<file path="config.mk">
export PLATFORM = sky130hd
export DESIGN_NAME = huffman_param
export DESIGN_NICKNAME = d
export VERILOG_FILES = /design/src/rtl/huffman_param.sv
export SDC_FILE = /design/constraint.sdc
export NUM_CORES = 1
export LEC_CHECK = 0
export ABC_AREA = 1
export CAP_MARGIN = 30
export CORE_UTILIZATION = 63
export DETAILED_ROUTE_END_ITERATION = 8
export GPL_TIMING_DRIVEN = 0
export PLACE_DENSITY = 0.89
export REMOVE_ABC_BUFFERS = 1
export SYNTH_ARGS = -nofsm -noshare
export SYNTH_HDL_FRONTEND = slang
export SYNTH_SLANG_ARGS = --single-unit
export TNS_END_PERCENT = 100
</file>
<file path="constraint.sdc">
create_clock -name clk -period 37 [get_ports clk]
set_clock_uncertainty 0.05 [all_clocks]
set_input_delay 5.55 -clock clk [delete_from_list [all_inputs] [get_ports clk]]
set_output_delay 5.55 -clock clk [all_outputs]
set_load 0.005 [all_outputs]
</file>
<file path="src/rtl/huffman_param.sv">
// huffman_param: per-frame histogram of symbols 1..NSYM, then Huffman codes built one merge per cycle (HUFF_CNT_SAT_EN: saturating counts).
// Latency: CNT_valid 1 cycle after gray_valid falls, code_valid NSYM cycles later; no backpressure, samples outside IDLE/COUNT are dropped.
module huffman_param #(
  parameter int NSYM = 6,
  parameter int DW   = 8,
  parameter int CW   = 8,
  parameter int LW   = 8
) (
  input  logic               clk,
  input  logic               reset,
  input  logic               gray_valid,
  input  logic [DW-1:0]      gray_data,
  output logic               CNT_valid,
  output logic [NSYM*CW-1:0] CNT,
  output logic               code_valid,
  output logic [NSYM*LW-1:0] HC,
  output logic [NSYM*LW-1:0] M
);
  localparam int IW = $clog2(NSYM);
  localparam int WW = CW + $clog2(NSYM);

  if (LW < NSYM - 1) begin : g_lw_chk
    $error("huffman_param: LW must be >= NSYM-1");
  end
  if (NSYM < 2 || NSYM > 16) begin : g_nsym_chk
    $error("huffman_param: NSYM must be in 2..16");
  end

  typedef enum logic [2:0] {IDLE, COUNT, REPORT, MERGE, DONE} state_t;
  state_t state, state_nxt;

  logic [CW-1:0]   cnt    [NSYM];
  logic [LW-1:0]   hc     [NSYM];
  logic [LW-1:0]   mk     [NSYM];
  logic [IW-1:0]   len    [NSYM];
  logic [IW-1:0]   grp    [NSYM];
  logic [WW-1:0]   weight [NSYM];
  logic [NSYM-1:0] active;
  logic [IW-1:0]   mcnt;

  logic          in_range;
  logic [IW-1:0] sym_idx;
  logic          have1, have2;
  logic [IW-1:0] min1, min2, new_id, old_id;
  logic [WW-1:0] w_min1, w_min2;

  always_comb begin
    in_range = (gray_data != '0) && (gray_data <= DW'(NSYM));
    sym_idx  = IW'(gray_data - DW'(1));
  end

  // Ascending scan with <= so that, on equal weight, the larger id is chosen.
  always_comb begin
    have1  = 1'b0;
    min1   = '0;
    w_min1 = '0;
    for (int g = 0; g < NSYM; g++) begin
      if (active[g] && (!have1 || weight[g] <= w_min1)) begin
        have1  = 1'b1;
        min1   = IW'(g);
        w_min1 = weight[g];
      end
    end
    have2  = 1'b0;
    min2   = '0;
    w_min2 = '0;
    for (int g = 0; g < NSYM; g++) begin
      if (active[g] && (IW'(g) != min1) && (!have2 || weight[g] <= w_min2)) begin
        have2  = 1'b1;
        min2   = IW'(g);
        w_min2 = weight[g];
      end
    end
    new_id = (min1 < min2) ? min1 : min2;
    old_id = (min1 < min2) ? min2 : min1;
  end

  always_ff @(posedge clk or posedge reset) begin
    if (reset) state <= IDLE;
    else       state <= state_nxt;
  end

  always_comb begin
    state_nxt  = state;
    CNT_valid  = 1'b0;
    code_valid = 1'b0;
    case (state)
      IDLE:   if (gray_valid) state_nxt = COUNT;
      COUNT:  if (!gray_valid) state_nxt = REPORT;
      REPORT: begin
        CNT_valid = 1'b1;
        state_nxt = MERGE;
      end
      MERGE:  if (mcnt == IW'(NSYM - 2)) state_nxt = DONE;
      DONE: begin
        code_valid = 1'b1;
        state_nxt  = IDLE;
      end
      default: state_nxt = IDLE;
    endcase
  end

  always_ff @(posedge clk or posedge reset) begin
    if (reset) begin
      for (int s = 0; s < NSYM; s++) begin
        cnt[s]    <= '0;
        hc[s]     <= '0;
        mk[s]     <= '0;
        len[s]    <= '0;
        grp[s]    <= '0;
        weight[s] <= '0;
      end
      active <= '0;
      mcnt   <= '0;
    end else begin
      case (state)
        IDLE: begin
          if (gray_valid) begin
            for (int s = 0; s < NSYM; s++) begin
              cnt[s] <= '0;
              hc[s]  <= '0;
              mk[s]  <= '0;
              len[s] <= '0;
            end
            if (in_range) cnt[sym_idx] <= CW'(1);
          end
        end
        COUNT: begin
          if (gray_valid && in_range) begin
`ifdef HUFF_CNT_SAT_EN
            if (cnt[sym_idx] != '1) cnt[sym_idx] <= cnt[sym_idx] + CW'(1);
`else
            cnt[sym_idx] <= cnt[sym_idx] + CW'(1);
`endif
          end
        end
        REPORT: begin
          for (int s = 0; s < NSYM; s++) begin
            weight[s] <= WW'(cnt[s]);
            grp[s]    <= IW'(s);
            len[s]    <= '0;
            hc[s]     <= '0;
            mk[s]     <= '0;
          end
          active <= '1;
          mcnt   <= '0;
        end
        MERGE: begin
          mcnt <= mcnt + IW'(1);
          // The new bit lands above the existing ones, so it becomes the code MSB.
          for (int s = 0; s < NSYM; s++) begin
            if (grp[s] == min1 || grp[s] == min2) begin
              if (grp[s] == min1) hc[s] <= hc[s] | (LW'(1) << len[s]);
              mk[s]  <= (mk[s] << 1) | LW'(1);
              len[s] <= len[s] + IW'(1);
              grp[s] <= new_id;
            end
          end
          weight[new_id] <= w_min1 + w_min2;
          active[old_id] <= 1'b0;
        end
        default: ;
      endcase
    end
  end

  for (genvar k = 0; k < NSYM; k++) begin : g_out
    assign CNT[k*CW +: CW] = cnt[k];
    assign HC[k*LW +: LW]  = hc[k];
    assign M[k*LW +: LW]   = mk[k];
  end

endmodule

</file>
==> results of run 1 <==
==> metal layers <==
metal,global-route usage,routed length [um],part of all wire,up-vias
met5,0,0,0,-
met4,0.1401,1776,0.035,0
met3,0.06102,4962,0.099,141
met2,0.5860,23070,0.46,932
met1,0.5161,20240,0.40,7666
li1,-,-,-,7556
==> state kept, by name, summed over array words and instances (netlist names) <==
name and count:
weight 66, CNT 48, HC 48, M 48, grp 18, len 18
active 6, mcnt 3, state 3
==> cells in the final DEF (no fill, tap or decap), types with 5 or more instances in the layout <==
| cell type | n |
|---|---|
| clkinv_1 | 5 |
| nand2_2 | 17 |
| nor2_4 | 10 |
| inv_1 | 186 |
| and2_1 | 5 |
| nand4_1 | 10 |
| nor2_2 | 9 |
| a21boi_0 | 5 |
| a21oi_1 | 99 |
| nand2_1 | 596 |
| clkbuf_16 | 28 |
| inv_2 | 11 |
| dfrtp_1 | 258 |
| nor3_1 | 7 |
| nor2_1 | 113 |
| a21o_1 | 6 |
| o22ai_1 | 21 |
| a22oi_1 | 6 |
| clkbuf_8 | 6 |
| nand2_4 | 8 |
| o21ai_1 | 17 |
| a31oi_1 | 36 |
| xor2_1 | 13 |
| a21boi_1 | 5 |
| o21ai_0 | 205 |
| xnor2_1 | 12 |
| clkdlybuf4s50_1 | 156 |
| nand3_1 | 232 |
| ha_1 | 166 |
==> critical path: cells and delay by family (launching register included) <==
kind	cells	cell delay (ns)
AO/OA/AOI/OAI	34	6.51
buffers and inverters	11	1.42
flip-flops	1	0.74
AND/OR/NAND/NOR	62	8.92
XOR/XNOR	1	0.37
adder cells (fa/ha/maj)	11	3.68
==> worst max-delay path by stage <==
stage | startpoint | endpoint | slack, ns | depth (start not counted)
after CTS | active[0] | weight[43] | 15.78 | 120
after global placement | active[0] | weight[65] | 16.44 | 114
final | active[0] | weight[31] | 15.09 | 119
after floorplan | active[0] | weight[32] | 20.98 | 125
after detailed placement | active[0] | weight[43] | 15.88 | 120
after global routing | active[0] | weight[31] | 13.29 | 121
==> per-stage QoR <==
| step | area (sq um) | util | cells |
|---|---|---|---|
| final | 19620 | 0.7528 | 2661 |
| after global routing | 19620 | 0.7528 | 2661 |
| after CTS | 19620 | 0.7528 | 2661 |
| after detailed placement | 18630 | 0.7149 | 2610 |
| after global placement | 18430 | 0.7074 | 2601 |
| after floorplan | 16450 | - | 2110 |
==> cell type report <==
class / count / area share
multi-input cells: 1649 / 0.4715
flip-flops and latches: 258 / 0.3291
repair buffers: 165 / 0.08853
clock buffers: 38 / 0.04069
well taps: 335 / 0.02137
inverters: 203 / 0.03922
clock inverters: 13 / 0.009631
==> cells by family after synthesis <==
family                   count (synthesis)  synth area share
flip-flops                             258            0.3857
AND/OR/NAND/NOR                       1029            0.2717
adder cells (fa/ha/maj)                167            0.1253
XOR/XNOR                                26           0.01405
AO/OA/AOI/OAI                          427            0.1408
buffers and inverters                  266           0.06250
==> results.py, run 1 <==
metrics = {
    "min_path": {
        "hold_path.startpoint": "weight[11]",
        "min_path_type": "reg2reg",
        "hold_path_end": "weight[11]",
        "min_path_cells": 2,
    },
    "critical_path": {
        "r2r-start": "active[0]",
        "crit_required_ns": 37.43,
        "r2r_cells": 119,
        "crit_path_frequent_cell": "nand2_1",
        "crit_path_end_kind": "flip-flop",
        "worstReg2RegEnd": "weight[31]",
        "cp_slowest_cell": "dfrtp_1",
        "r2r_slack_ns": 15.09,
        "arrival_ns": 22.34,
        "critPathKind": "reg2reg",
        "crit_fanout": 24,
        "start_kind": "flip-flop",
        "cpPeakStageDelay_ns": 0.74,
    },
    "routing": {
        "wl_per_cell_um": 18.81,
        "dr.pass1.iters": 9,
        "routed_via_density": 6.124,
        "drt_iter0_drc": 1687,
        "vias": 16300,
        "drc": 0,
        "drtAntennaViolNets": 0,
        "drt-total-wl_um": 50050,
    },
    "cts": {
        "cts_max_path_buffers": 3,
        "cts_setup_buffers": 0,
        "cts_tree": "yes",
        "path_clk_slew_ns": 0.06,
        "cts_hold_buf": 0,
        "cts-root-buf": "clkbuf_16",
        "htreeDepth": 1,
        "cts_inserted_buffers": 28,
        "cts.sinks": 258,
        "insertion_delay_ns": 0.56,
        "cts_resized": 0,
    },
    "sta": {
        "maxSlewHeadroom": 0.3135,
        "maxSlewViolCount": 0,
        "hold_viol": 0,
        "fin_crit_ns": 21.91,
        "setup_violations": 0,
        "setup_tns_ns": 0,
        "holdWs_ns": 0.4457,
        "rsz0062_at_grt": "false",
        "finalCritPeriodShare": 0.5923,
        "setup_slack_ns": 15.09,
        "timing.fmax_mhz": 45.63,
        "worst_pin_slew_ns": 1.022,
    },
    "cells_and_area": {
        "syn2layout_area_growth_pct": 17.21,
        "drive_above_1_share": 0.05632,
        "diodes": 0,
        "fillerInstances": 1833,
        "fin_nets": 2483,
        "register_area_sq_um": 6456,
        "multi_input_area_sq_um": 9249,
    },
    "synth": {
        "ys_top_cells_by_area": "dfrtp_1 39%, nand2_1 13%, ha_1 12%, nand3_1 6.9%, o21ai_0 6.1%",
        "post-synth-top-count-cell": "nand2_1",
        "yosys_register_bits": 258,
        "yosys_warnings": 0,
        "yosysTopAreaCell": "dfrtp_1",
        "syn_inst": 2173,
        "synth.avg_cell_area_sq_um": 7.702,
        "synth-main-ff-cell": "dfrtp_1",
        "synth_common_cells": "596 x nand2_1, 258 x dfrtp_1, 232 x nand3_1",
        "yosysSeqAreaShare": 0.3857,
        "async_flop_share": 1.000,
        "yosys.area.top_type_share": 0.3857,
        "synthDistinctLibCells": 55,
        "netlist_area_sq_um": 16740,
        "synth_edf_count": 0,
    },
    "grt": {
        "grt_pass1_wl_um": 79380,
        "grt_use_total": 0.3723,
        "grt_pass1_vias": 15420,
        "antenna_found_initial": 0,
        "gr-total-overflow": 0,
        "grt_max_degree": 111,
    },
    "die": {
        "coreArea_sq_um": 26060,
        "io-pin-count": 157,
        "initial_core_util": 0.6423,
        "rows": 59,
        "die_y_um": 165.0,
        "die_w_um": 165.0,
        "die_area_sq_um": 27220,
    },
    "outcome": {
        "status": "complete, no violations",
    },
    "placement": {
        "routabilityCongestion": 0.9452,
        "portBuffers": 156,
        "place_ws_ns": 15.88,
        "dp_hpwl_um": 35840,
    },
    "job": {
        "max_cap_viol_count": 0,
    },
}
Power of run 1 is not shown: default switching activity piles up to over one toggle a cycle in this logic, so the estimate is an artifact.
==> run 2, diff against run 1 <==
--- a/config.mk
+++ b/config.mk
@@ -7,10 +7,10 @@
 export LEC_CHECK = 0
 export ABC_AREA = 1
 export CAP_MARGIN = 30
-export CORE_UTILIZATION = 63
+export CORE_UTILIZATION = 53
 export DETAILED_ROUTE_END_ITERATION = 8
 export GPL_TIMING_DRIVEN = 0
-export PLACE_DENSITY = 0.89
+export PLACE_DENSITY = 0.81
 export REMOVE_ABC_BUFFERS = 1
 export SYNTH_ARGS = -nofsm -noshare
 export SYNTH_HDL_FRONTEND = slang
==> constraint.sdc (replaced) <==
create_clock -name clk -period 19.84 [get_ports clk]
set_clock_uncertainty 0.05 [all_clocks]
set_input_delay 2.976 -clock clk [delete_from_list [all_inputs] [get_ports clk]]
set_output_delay 2.976 -clock clk [all_outputs]
set_load 0.005 [all_outputs]
==> run 2 against run 1 <==
Effect of this change: the flow now finishes with violations (design-rule violations); wire length shrank 0.37%; critical path depth shrank 2; register-to-register slack lost 14 ns; die area grew 19%; utilization shrank 11 points; critical path type unchanged; non-clock buffer count grew 9; sequential share of layout area shrank 0.44 points; sequential cell count is the same; first-iteration DRC count shrank 14%; worst setup slack lost 14 ns; global-route usage shrank 7.2 points.
==> results.py, run 2 (same netlist as run 1, synthesis figures left out) <==
metrics = {
    "cts": {
        "cts-root-buf": "clkbuf_16",
        "insertion_delay_ns": 0.55,
        "htreeDepth": 1,
        "cts_inserted_buffers": 27,
        "cts_max_path_buffers": 3,
        "path_clk_slew_ns": 0.06,
        "cts_hold_buf": 0,
        "cts_tree": "yes",
        "cts.sinks": 258,
    },
    "critical_path": {
        "critPathKind": "reg2reg",
        "cp_slowest_cell": "o41ai_1",
        "crit_fanout": 24,
        "crit_required_ns": 20.21,
        "start_kind": "flip-flop",
        "cpPeakStageDelay_ns": 0.51,
        "critical-path-top-delay-family": "simple AND/OR/NAND/NOR gates",
        "cp_num_buf_inv": 13,
        "arrival_ns": 18.94,
        "crit_path_frequent_cell": "nand2_1",
        "crit_path_end_kind": "flip-flop",
    },
    "cells_and_area": {
        "largest_reg_flops": 66,
        "register_area_sq_um": 6457,
        "syn2layout_area_growth_pct": 18.82,
        "regMostFlops": "weight",
        "fillerInstances": 2464,
        "diodes": 0,
        "fin_nets": 2495,
        "drive_above_1_share": 0.06758,
        "final_common_cell": "nand2_1",
        "multi_input_area_sq_um": 9424,
        "final_cell_mix": "590 x nand2_1, 257 x dfrtp_1, 232 x nand3_1",
    },
    "sta": {
        "setup_tns_ns": 0,
        "finalCritPeriodShare": 0.9356,
        "hold_viol": 0,
        "maxSlewHeadroom": 0.3484,
        "setup_violations": 0,
        "maxSlewViolCount": 0,
        "timing.fmax_mhz": 53.87,
        "worst_pin_slew_ns": 0.9773,
        "fin_crit_ns": 18.56,
    },
    "routing": {
        "routed_via_density": 5.888,
        "wl_met3_um": 4524,
        "dr.pass1.iters": 9,
        "drt_iter0_drc": 1452,
        "top_layer": "met4",
        "wl_met2_um": 22960,
        "wl_per_cell_um": 18.24,
        "drt-total-wl_um": 49860,
        "vias": 16100,
        "drc": 1,
        "drtAntennaViolNets": 0,
        "wl_met1_um": 20780,
    },
    "die": {
        "die_y_um": 179.7,
        "rows": 64,
        "initial_core_util": 0.5429,
        "coreArea_sq_um": 30830,
        "io-pin-count": 157,
        "die_w_um": 179.7,
        "die_area_sq_um": 32290,
    },
    "grt": {
        "grt_use_total": 0.3001,
        "gr-total-overflow": 0,
        "antenna_found_initial": 0,
        "grt_max_degree": 135,
        "grt_pass1_wl_um": 78620,
        "grt_pass1_vias": 15290,
    },
    "placement": {
        "portBuffers": 156,
        "routabilityCongestion": 0.9577,
        "dp_hpwl_um": 35600,
    },
    "job": {
        "max_cap_viol_count": 0,
    },
    "outcome": {
        "status": "finished with violations",
        "violations": "design-rule violations",
    },
    "min_path": {
        "min_path_type": "reg2reg",
    },
}
==> run 2: cell types whose count changed in the layout (fill, tap and decap cells not counted), sizes merged <==
cell / before / now
inv: 199 / 202
clkbuf: 38 / 37
clkinv: 11 / 10
clkinvlp: 2 / 0
nand2: 624 / 628
buf: 9 / 18
==> run 2: final cells by class <==
cell class | instances | area share
Clock buffer | 37 | 0.03838
Clock inverter | 13 | 0.009060
Inverter | 203 | 0.03895
Multi-Input combinational cell | 1653 | 0.4739
Sequential cell | 258 | 0.3247
Tap cell | 396 | 0.02492
Timing Repair Buffer | 174 | 0.09010
==> run 2: metal layers <==
metal,vias to the layer above,GRT usage
li1,7603,-
met1,7663,0.4048
met2,730,0.4954
met3,103,0.04295
met4,0,0.1028
met5,-,0
==> run 2: worst paths after layout <==
kind	startpoint	endpoint	slack (ns)	cells after the start
setup reg to reg	active[0]	weight[0]	1.28	117
hold reg to reg	M[31]	M[31]	0.43	2
setup / recovery	active[0]	weight[0]	1.28	117
min in group asynchronous	reset	CNT[35]	2.95	2
hold / removal	M[31]	M[31]	0.43	2
max in group asynchronous	reset	grp[10]	15.61	3
==> run 2: what timing repair did <==
item	CTS	global route
pin swaps	0	5
gates cloned	0	4
gates resized for setup	8	49
endpoints found under the setup margin	84	156
setup buffers	0	10
==> run 2: per-stage QoR <==
step | cell area [sq um] | setup WS (ns) | utilization | std cells | hold WS (ns)
floorplan | 16450 | 3.815 | - | 2110 | 0.3988
global placement | 18510 | -0.8953 | 0.6004 | 2662 | 0.4136
detailed placement | 18680 | -1.358 | 0.6058 | 2670 | 0.4129
CTS | 19640 | 0.06982 | 0.6371 | 2720 | 0.4313
global route | 19890 | -0.1001 | 0.6450 | 2734 | 0.4532
finish | 19890 | 1.277 | 0.6450 | 2734 | 0.4280
==> run 2: worst reg2reg max path, delay by kind of cell, from the launching register on <==
family                     cells  cell delay (ns)
AOI/OAI and AO/OA             28             5.16
and+or+nand+nor               65             8.11
adders and majority gates     11             3.28
DFF                            1             0.40
buffers and inverters         13             1.44
Power of run 2 is left out for the same reason.
==> run 3, diff against run 2 <==
--- a/config.mk
+++ b/config.mk
@@ -11,7 +11,6 @@
 export DETAILED_ROUTE_END_ITERATION = 8
 export GPL_TIMING_DRIVEN = 0
 export PLACE_DENSITY = 0.81
-export REMOVE_ABC_BUFFERS = 1
 export SYNTH_ARGS = -nofsm -noshare
 export SYNTH_HDL_FRONTEND = slang
 export SYNTH_SLANG_ARGS = --single-unit
==> run 3 against run 2 <==
Effect of this change: the flow now finishes without violations; clock-buffer cell count decreased by 3; utilization rose by 0.39 points; fmax grew 0.73%; hold slack improved by 0.012 ns; via count grew 2.1%; non-clock buffer count grew 52; wire length up 1.9%; sequential share of layout area decreased by 0.19 points; worst setup slack improved by 0.13 ns; critical path depth up 10; final cell count is 1.7% higher; sequential cell count unchanged.
==> results.py, run 3 (same netlist as run 1, synthesis figures left out) <==
metrics = {
    "outcome": {
        "status": "complete, no violations",
    },
    "placement": {
        "dpl_cell_area_sq_um": 18830,
        "routabilityCongestion": 0.9887,
        "dp_hpwl_um": 38020,
        "dp_cells": 2726,
        "portBuffers": 156,
    },
    "min_path": {
        "hold_path.startpoint": "HC[19]",
        "min_path_type": "reg2reg",
        "hold_path_end": "HC[19]",
        "min_path_cells": 2,
    },
    "critical_path": {
        "crit_path_end_kind": "flip-flop",
        "r2r-start": "active[0]",
        "critPathKind": "reg2reg",
        "crit_fanout": 10,
        "cp_slowest_cell": "xnor2_2",
        "r2r_cells": 127,
        "cpPeakStageDelay_ns": 0.49,
        "crit_required_ns": 20.25,
        "arrival_ns": 18.84,
        "worstReg2RegEnd": "weight[42]",
        "crit_path_frequent_cell": "nand2_1",
        "start_kind": "flip-flop",
        "r2r_slack_ns": 1.41,
    },
    "cts": {
        "insertion_delay_ns": 0.55,
        "htreeDepth": 1,
        "cts_max_path_buffers": 3,
        "cts-root-buf": "clkbuf_16",
        "cts_inserted_buffers": 26,
        "cts_tree": "yes",
        "cts_hold_buf": 0,
        "path_clk_slew_ns": 0.06,
        "cts.sinks": 258,
    },
    "routing": {
        "routed_via_density": 5.910,
        "drc": 0,
        "drt-total-wl_um": 50820,
        "drtAntennaViolNets": 0,
        "wl_per_cell_um": 18.28,
        "vias": 16440,
        "dr.pass1.iters": 6,
        "drt_iter0_drc": 1403,
    },
    "die": {
        "initial_core_util": 0.5429,
        "rows": 64,
        "die_area_sq_um": 32290,
        "die_y_um": 179.7,
        "die_w_um": 179.7,
        "io-pin-count": 157,
        "coreArea_sq_um": 30830,
    },
    "cells_and_area": {
        "syn2layout_area_growth_pct": 19.53,
        "fin_util": 0.6489,
        "finalInstanceArea_sq_um": 20010,
        "stdcell_count": 2781,
        "diodes": 0,
        "final_common_cell": "nand2_1",
        "largest_reg_flops": 66,
        "final_cell_mix": "592 x nand2_1, 257 x dfrtp_1, 232 x nand3_1",
        "regMostFlops": "weight",
        "drive_above_1_share": 0.07589,
        "fin_nets": 2543,
    },
    "grt": {
        "gr-total-overflow": 0,
        "antenna_found_initial": 0,
        "grt_max_degree": 131,
        "grt_pass1_wl_um": 81980,
        "grt_use_total": 0.3134,
        "grt_pass1_vias": 15690,
    },
    "sta": {
        "finalCritPeriodShare": 0.9288,
        "setup_violations": 0,
        "hold_viol": 0,
        "maxSlewHeadroom": 0.3270,
        "setup_tns_ns": 0,
        "maxSlewViolCount": 0,
        "fin_crit_ns": 18.43,
        "timing.fmax_mhz": 54.26,
        "worst_pin_slew_ns": 1.002,
    },
    "synth": {
        "synth_nets": 2351,
    },
    "job": {
        "max_cap_viol_count": 0,
    },
}
==> run 3: layout make-up <==
type	count	area, sq um
Fill cell	2492	10820
Multi-Input combinational cell	1649	9326
Sequential cell	258	6457
Timing Repair Buffer	163	1634
Inverter	203	775.7
Clock buffer	34	730.7
Tap cell	396	495.5
Buffer	63	342.8
Clock inverter	14	237.7
Timing Repair inverter	1	5.005
==> run 3: per-stage QoR <==
step | hold WS [ns] | setup slack (ns)
after floorplan | 0.3988 | 3.438
after global placement | 0.4131 | -0.4990
after detailed placement | 0.4174 | -0.9504
after CTS | 0.4347 | 0.03278
after global routing | 0.4548 | -0.05195
final | 0.4396 | 1.412
==> run 3: repair_timing <==
item | CTS | global route
endpoints found under the hold margin | 0 | 0
gates resized for setup | 23 | 95
pin swaps | 0 | 6
gates cloned | 0 | 1
setup endpoints to repair | 58 | 156
setup buffers | 0 | 6
==> run 3: metal layers <==
layer  share of wire  track usage
met3           0.086      0.04882
met4           0.025      0.09828
met2            0.46       0.5009
met5               0            0
met1            0.43       0.4374
==> run 3: critical path: cells and delay by family, from the launching register on <==
kind	cells	cell delay, ns
xor+xnor	1	0.49
compound gates	34	5.28
simple gates	60	5.78
buf+inv	21	2.88
fa+ha+maj	11	3.43
flops	1	0.43
==> run 3: worst max path at each step <==
stage              start    endpoint  depth (start not counted)
3_3_place_gp   active[0]  weight[64]                        132
5_1_grt        active[0]  weight[32]                        137
4_1_cts        active[0]  weight[10]                        135
3_5_place_dp   active[0]  weight[31]                        132
2_1_floorplan  active[0]  weight[10]                        137
6_report       active[0]  weight[42]                        127
Power of run 3 is left out for the same reason.
